<file path="src/rtl/keyed_lut_pkg.sv">
// Shared types and width helpers for the key-locked sequential LUT core.
// The cfg word is {sel[K-1]..sel[0], mask[M-1:0]}; the offset functions below locate each field.
package keyed_lut_pkg;

    typedef enum logic [1:0] {
        ST_UNCFG = 2'd0,
        ST_LOAD  = 2'd1,
        ST_RUN   = 2'd2
    } state_e;

    // Never returns less than 1 so single-entry ranges still get a real index bit.
    function automatic int clog2_f(input int value);
        int w;
        w = 32'sd1;
        while ((32'sd1 << w) < value) begin
            w = w + 32'sd1;
        end
        return w;
    endfunction

    function automatic int mask_w_f(input int lut_size);
        return 32'sd1 << lut_size;
    endfunction

    function automatic int sel_lsb_f(input int lut_size, input int sel_w, input int k);
        return mask_w_f(lut_size) + k * sel_w;
    endfunction

    function automatic int cfg_w_f(input int lut_size, input int sel_w);
        return sel_lsb_f(lut_size, sel_w, lut_size);
    endfunction

endpackage

</file>
<file path="src/rtl/keyed_lut_cell.sv">
// One programmable LUT: mask/select registers, key-pad XOR, input mux and state flop.
module keyed_lut_cell
    import keyed_lut_pkg::*;
#(
    parameter int LUT_SIZE = 4,
    parameter int SEL_W    = 4,
    parameter int N_SIG    = 13,
    parameter int M        = mask_w_f(LUT_SIZE),
    parameter int CFG_W    = cfg_w_f(LUT_SIZE, SEL_W)
) (
    input  logic             clk,
    input  logic             rst,
    input  logic             wr_en,
    input  logic             zero_cfg,
    input  logic             run_en,
    input  logic [CFG_W-1:0] cfg_data,
    input  logic [M-1:0]     pad,
    input  logic [N_SIG-1:0] sig,
    output logic             q
);

    localparam int SIG_EXT_W = 32'sd1 << SEL_W;

    logic [M-1:0]                   mask_q, mask_d, mask_eff;
    logic [LUT_SIZE-1:0][SEL_W-1:0] sel_q, sel_d;
    logic [SIG_EXT_W-1:0]           sig_ext;
    logic [LUT_SIZE-1:0]            addr;
    logic                           q_q, q_d;

    // Zero-extending the signal vector makes any select >= N_SIG read 0 without a range check.
    assign sig_ext  = SIG_EXT_W'(sig);
    assign mask_eff = mask_q ^ pad;

    genvar k;
    for (k = 0; k < LUT_SIZE; k++) begin : g_addr
        assign addr[k] = sig_ext[sel_q[k]];
    end

    // Next mask/select contents and next LUT state.
    always_comb begin
        mask_d = mask_q;
        sel_d  = sel_q;
        if (zero_cfg) begin
            mask_d = '0;
            sel_d  = '0;
        end else if (wr_en) begin
            mask_d = cfg_data[M-1:0];
            for (int j = 0; j < LUT_SIZE; j++) begin
                sel_d[j] = cfg_data[sel_lsb_f(LUT_SIZE, SEL_W, j) +: SEL_W];
            end
        end else begin
            mask_d = mask_q;
            sel_d  = sel_q;
        end
        if (run_en) begin
            q_d = mask_eff[addr];
        end else begin
            q_d = 1'b0;
        end
    end

    // Configuration and state registers.
    always_ff @(posedge clk or posedge rst) begin
        if (rst) begin
            mask_q <= '0;
            sel_q  <= '0;
            q_q    <= 1'b0;
        end else begin
            mask_q <= mask_d;
            sel_q  <= sel_d;
            q_q    <= q_d;
        end
    end

    assign q = q_q;

endmodule

</file>
<file path="src/rtl/keyed_lut_seq_core.sv">
// Key-locked sequential LUT bank: configuration FSM, beat index, signal vector and key pad routing.
module keyed_lut_seq_core
    import keyed_lut_pkg::*;
#(
    parameter int               LUT_SIZE = 4,
    parameter int               N_LUT    = 10,
    parameter int               N_IN     = 3,
    parameter int               N_OUT    = 6,
    parameter int               KEY_W    = 32,
    parameter logic [KEY_W-1:0] KEY_VAL  = {KEY_W{1'b0}},
    parameter int               M        = mask_w_f(LUT_SIZE),
    parameter int               N_SIG    = N_IN + N_LUT,
    parameter int               SEL_W    = clog2_f(N_SIG),
    parameter int               CFG_W    = cfg_w_f(LUT_SIZE, SEL_W)
) (
    input  logic             blif_clk_net,
    input  logic             blif_reset_net,
    input  logic [KEY_W-1:0] sk,
    input  logic [N_IN-1:0]  pi,
    input  logic             cfg_valid,
    output logic             cfg_ready,
    input  logic [CFG_W-1:0] cfg_data,
    input  logic             cfg_last,
    input  logic             cfg_clear,
    output logic             cfg_err,
    output logic             run,
    output logic [N_OUT-1:0] po
);

    localparam int               IDX_W    = clog2_f(N_LUT);
    localparam logic [IDX_W-1:0] LAST_IDX = IDX_W'(N_LUT - 1);

    state_e             state_q, state_d;
    logic [IDX_W-1:0]   idx_q, idx_d;
    logic               err_q, err_d;
    logic               ready_q, ready_d;
    logic               run_q, run_d;
    logic               accept, abort, clear_run, run_en, zero_cfg;
    logic [KEY_W-1:0]   key_diff;
    logic [N_LUT-1:0]   q_vec;
    logic [N_SIG-1:0]   sig;

    assign accept    = cfg_valid && ready_q;
    assign clear_run = (state_q == ST_RUN) && cfg_clear;
    assign run_en    = (state_q == ST_RUN) && !cfg_clear;
    assign zero_cfg  = abort || clear_run;
    assign key_diff  = sk ^ KEY_VAL;
    assign sig       = {q_vec, pi};

    // Configuration framing: beat counting, framing errors and entry/exit of RUN.
    always_comb begin
        state_d = state_q;
        idx_d   = idx_q;
        err_d   = err_q;
        abort   = 1'b0;
        case (state_q)
            ST_UNCFG, ST_LOAD: begin
                if (accept) begin
                    if (idx_q == LAST_IDX && cfg_last) begin
                        state_d = ST_RUN;
                        idx_d   = '0;
                        err_d   = (state_q == ST_UNCFG) ? 1'b0 : err_q;
                    end else if (idx_q == LAST_IDX || cfg_last) begin
                        abort   = 1'b1;
                        state_d = ST_UNCFG;
                        idx_d   = '0;
                        err_d   = 1'b1;
                    end else begin
                        state_d = ST_LOAD;
                        idx_d   = idx_q + IDX_W'(1);
                        err_d   = (state_q == ST_UNCFG) ? 1'b0 : err_q;
                    end
                end else begin
                    state_d = state_q;
                end
            end
            ST_RUN: begin
                if (cfg_clear) begin
                    state_d = ST_UNCFG;
                end else begin
                    state_d = ST_RUN;
                end
            end
            default: begin
                state_d = ST_UNCFG;
                idx_d   = '0;
            end
        endcase
        ready_d = (state_d != ST_RUN);
        run_d   = (state_d == ST_RUN);
    end

    // FSM state and registered status outputs.
    always_ff @(posedge blif_clk_net or posedge blif_reset_net) begin
        if (blif_reset_net) begin
            state_q <= ST_UNCFG;
            idx_q   <= '0;
            err_q   <= 1'b0;
            ready_q <= 1'b1;
            run_q   <= 1'b0;
        end else begin
            state_q <= state_d;
            idx_q   <= idx_d;
            err_q   <= err_d;
            ready_q <= ready_d;
            run_q   <= run_d;
        end
    end

    genvar i, b;
    for (i = 0; i < N_LUT; i++) begin : g_lut
        logic [M-1:0] cell_pad;
        logic         cell_wr;

        // Mask bit b of LUT i is padded by key-difference bit (i*M + b) mod KEY_W.
        for (b = 0; b < M; b++) begin : g_pad
            localparam int PAD_BIT = (i * M + b) % KEY_W;
            assign cell_pad[b] = key_diff[PAD_BIT];
        end

        assign cell_wr = accept && (idx_q == IDX_W'(i));

        keyed_lut_cell #(
            .LUT_SIZE (LUT_SIZE),
            .SEL_W    (SEL_W),
            .N_SIG    (N_SIG),
            .M        (M),
            .CFG_W    (CFG_W)
        ) u_cell (
            .clk      (blif_clk_net),
            .rst      (blif_reset_net),
            .wr_en    (cell_wr),
            .zero_cfg (zero_cfg),
            .run_en   (run_en),
            .cfg_data (cfg_data),
            .pad      (cell_pad),
            .sig      (sig),
            .q        (q_vec[i])
        );
    end

    assign cfg_ready = ready_q;
    assign cfg_err   = err_q;
    assign run       = run_q;
    // q is held at zero outside RUN, so the flops drive po directly.
    assign po        = q_vec[N_OUT-1:0];

endmodule

</file>
<file path="config.mk">
export PLATFORM = sky130hd
export DESIGN_NAME = keyed_lut_seq_core
export DESIGN_NICKNAME = d
export VERILOG_FILES = /design/src/rtl/keyed_lut_pkg.sv /design/src/rtl/keyed_lut_cell.sv /design/src/rtl/keyed_lut_seq_core.sv
export SDC_FILE = /design/constraint.sdc
export NUM_CORES = 1
export LEC_CHECK = 0
export BUFFER_PORTS_ARGS = -buffer_cell sky130_fd_sc_hd__buf_4
export CAP_MARGIN = 20
export CORE_ASPECT_RATIO = 1.5
export CORE_MARGIN = 2
export CORE_UTILIZATION = 68
export DETAILED_ROUTE_END_ITERATION = 7
export HOLD_SLACK_MARGIN = 0.05
export PLACE_DENSITY = 0.87
export REMOVE_ABC_BUFFERS = 1
export SYNTH_ARGS = -nofsm -noshare
export SYNTH_HDL_FRONTEND = slang
export SYNTH_SLANG_ARGS = --single-unit
</file>
<file path="constraint.sdc">
create_clock -name blif_clk_net -period 21.8 [get_ports blif_clk_net]
set_input_delay 1.09 -clock blif_clk_net [delete_from_list [all_inputs] [get_ports blif_clk_net]]
set_output_delay 1.09 -clock blif_clk_net [all_outputs]
set_load 0.005 [all_outputs]
</file>
==> insert_results.sql <==
INSERT INTO impl_metrics (metric_group, metric, value, unit) VALUES
('status', 'run_status', 'finished clean', ''),
('grt', 'grt_start_max_net_pins', '219', ''),
('sta', 'grt_setup_unrepaired', 'false', ''),
('critical_path', 'worst-endpoint-required', '22.21', 'ns'),
('power_and_ir_drop', 'static-leakage-power', '8.979', 'nW'),
('finish', 'postLayoutCoreUtil', '73.92', '%'),
('die', 'core_area', '0.03084', 'mm2'),
('logic_synthesis', 'yosys.area.top_type_share', '39.88', '%'),
('logic_synthesis', 'asyncSetResetFlopFracSynth', '100.0', '%'),
('route', 'detailedRoute.firstPassIterationCount', '6', ''),
('placement', 'port-buffer-count', '80', ''),
('placement', 'dp.final_hpwl', '39830', 'um'),
('logic_synthesis', 'synth_area', '0.02121', 'mm2'),
('logic_synthesis', 'synth.largest_area_cell', 'dfrtp_1', ''),
('finish', 'post_route_cells_drive_above_1_share', '13.84', '%'),
('finish', 'antenna_cells_inserted', '0', ''),
('route', 'dr_total_vias', '18577', ''),
('clock_tree', 'cts_root_buffer', 'clkbuf_16', ''),
('clock_tree', 'numCtsBuffers', '30', ''),
('clock_tree', 'clkSinkCount', '339', ''),
('die', 'i_o_pin_total', '81', ''),
('placement', 'place.gp.congestion', '0.9439', ''),
('logic_synthesis', 'yosys_register_bits', '339', ''),
('route', 'route.detailed.vias_per_inst', '6.984', ''),
('grt', 'gr-total-overflow', '0', ''),
('logic_synthesis', 'post_synth.cell_area_avg', '9.137', 'um2'),
('sta', 'timing.final.hold_violations', '0', ''),
('clock_tree', 'post_cts.repair.setup_buffers', '0', ''),
('sta', 'timing.max_slew.rel_slack', '21.96', '%'),
('finish', 'nets_final', '2311', ''),
('placement', 'placed_cells', '2602', ''),
('power_and_ir_drop', 'power.density_cell_area', '67.85', 'mW/mm2'),
('clock_tree', 'tritoncts_clock_tree', 'done', ''),
('clock_tree', 'ctsLongestPathBuffers', '3', ''),
('critical_path', 'timing.setup.critical_path_class', 'reg2reg', ''),
('grt', 'antenna_found_initial', '0', ''),
('die', 'chipHeight', '220.3', 'um'),
('finish', 'finish.cell_count_without_fillers', '2660', ''),
('critical_path', 'cp_max_stage_delay', '0.85', 'ns'),
('grt', 'wire_length_of_the_first_global_routing_pass', '100400', 'um'),
('grt', 'first_global_vias', '18669', ''),
('route', 'detail_route.drc_violations', '0', ''),
('logic_synthesis', 'synth_seq_area_share', '40.01', '%'),
('power_and_ir_drop', 'vdd_drop_max', '76.55', 'uV'),
('logic_synthesis', 'synth_unique_cells', '62', ''),
('logic_synthesis', 'post_synth_inst_count', '2321', ''),
('finish', 'final_design_area_no_fill', '0.02280', 'mm2'),
('sta', 'final.setup.worst_slack', '18.20', 'ns'),
('finish', 'syn_to_final_growth', '7.493', '%'),
('clock_tree', 'clkSlewWorstSetupHoldPaths', '0.07', 'ns'),
('sta', 'fin_tns_setup', '0', 'ns'),
('critical_path', 'largest_fanout_of_any_net_on_the_critical_path', '218', ''),
('die', 'die-width', '148.2', 'um'),
('critical_path', 'critical_path.top_delay_family', 'buffers and inverters', ''),
('critical_path', 'worst_ep_arrival_time', '4.01', 'ns'),
('die', 'row_count', '79', ''),
('critical_path', 'cpMostUsedCell', 'ha_1', ''),
('flow_run', 'max-cap-violations', '0', ''),
('critical_path', 'crit_path_end_kind', 'flip-flop', ''),
('logic_synthesis', 'synth_enable_flop_cells', '0', ''),
('sta', 'worst-slew-pin-transition', '1.171', 'ns'),
('route', 'route.final.wire_length', '65310', 'um'),
('grt', 'gr-usage-all-layers', '39.97', '%'),
('sta', 'finalMaxSlewViolations', '0', ''),
('logic_synthesis', 'yosysWarningCount', '0', ''),
('die', 'effective_utilization_at_floorplan', '68.76', '%'),
('logic_synthesis', 'synth.top_cells.by_count', 'nand2_1 (696), a21oi_1 (383), dfrtp_1 (338)', ''),
('logic_synthesis', 'ys_top_cells_by_area', 'dfrtp_1 (40%), mux4_2 (12%), nand2_1 (12%)', ''),
('critical_path', 'crit_buf_inv', '3', ''),
('route', 'drt-wirelength-per-cell', '24.55', 'um'),
('sta', 'layout_worst_path_cycle_share', '16.50', '%');
## power breakdown
part           internal (W)  switching (W)
combinational      0.000104       0.000171
clock              0.000325       0.000251
sequential         0.000660      0.0000353
total               0.00109       0.000457
## flip-flops by register name, indices dropped and copies added (netlist names)
| signal | flops |
|---|---|
| g_lut.u_cell.q | 10 |
| g_lut.u_cell.mask_q | 160 |
| g_lut.u_cell.sel_q | 160 |
| cfg_ready | 1 |
| state_q | 2 |
| cfg_err | 1 |
| idx_q | 4 |
| run | 1 |
## layout by cell type, fill, tap and decap left out, drive strengths merged, types with 26 or more instances in the layout
| cell type | count |
|---|---|
| mux4 | 118 |
| xor2 | 85 |
| a311oi | 28 |
| a21oi | 383 |
| mux2i | 91 |
| buf | 124 |
| xnor2 | 76 |
| nor3b | 26 |
| dfrtp | 338 |
| nand2 | 696 |
| clkbuf | 43 |
## cell type report
class / instances / area, um2 / share of cell area (%)
Multi-Input combinational cell: 1720 / 11690 / 51.30
Sequential cell: 339 / 8484 / 37.22
Timing Repair Buffer: 124 / 987.2 / 4.331
Clock buffer: 43 / 910.9 / 3.996
Tap cell: 405 / 506.7 / 2.223
Clock inverter: 12 / 141.4 / 0.6202
Inverter: 17 / 71.32 / 0.3129
## worst min-delay path, delay by kind of cell (launching register included)
family,cells,cell delay [ns]
flops,1,0.34
compound gates,2,0.13
## final timing paths
check	end	slack, ns	cells after the start	startpoint
setup / recovery	g_lut[0].u_cell.sel_q[2]	18.20	9	idx_q[1]
setup reg to reg	g_lut[0].u_cell.sel_q[2]	18.20	9	idx_q[1]
hold / removal	cfg_err	0.51	2	cfg_err
min in group asynchronous	g_lut[0].u_cell.mask_q[10]	0.63	2	blif_reset_net
max in group asynchronous	g_lut[5].u_cell.sel_q[4]	19.29	6	blif_reset_net
hold reg to reg	cfg_err	0.51	2	cfg_err
## stage by stage
step,power [W],hold slack [ns]
2_1_floorplan,0.0008689,0.4915
3_3_place_gp,0.0009601,0.4942
3_5_place_dp,0.0009694,0.4937
4_1_cts,0.001535,0.5078
5_1_grt,0.001592,0.5541
6_report,0.001547,0.5067
## metal layers
layer / vias up / global-route usage (%) / wire length [um]
li1: 7841 / - / -
met1: 8863 / 48.17 / 21260
met2: 1451 / 63.89 / 30280
met3: 422 / 8.021 / 7974
met4: 0 / 30.10 / 5795
met5: - / 0 / 0
## kinds of logic after synthesis
kind of cell / synth area share (%)
xor gates and xnor gates: 6.649
and+or+nand+nor: 15.94
muxes: 17.48
adders and majority gates: 0.4130
AOI/OAI and AO/OA: 14.53
buffers and inverters: 4.974
DFF: 40.01
(Power assumes the default switching activity.)
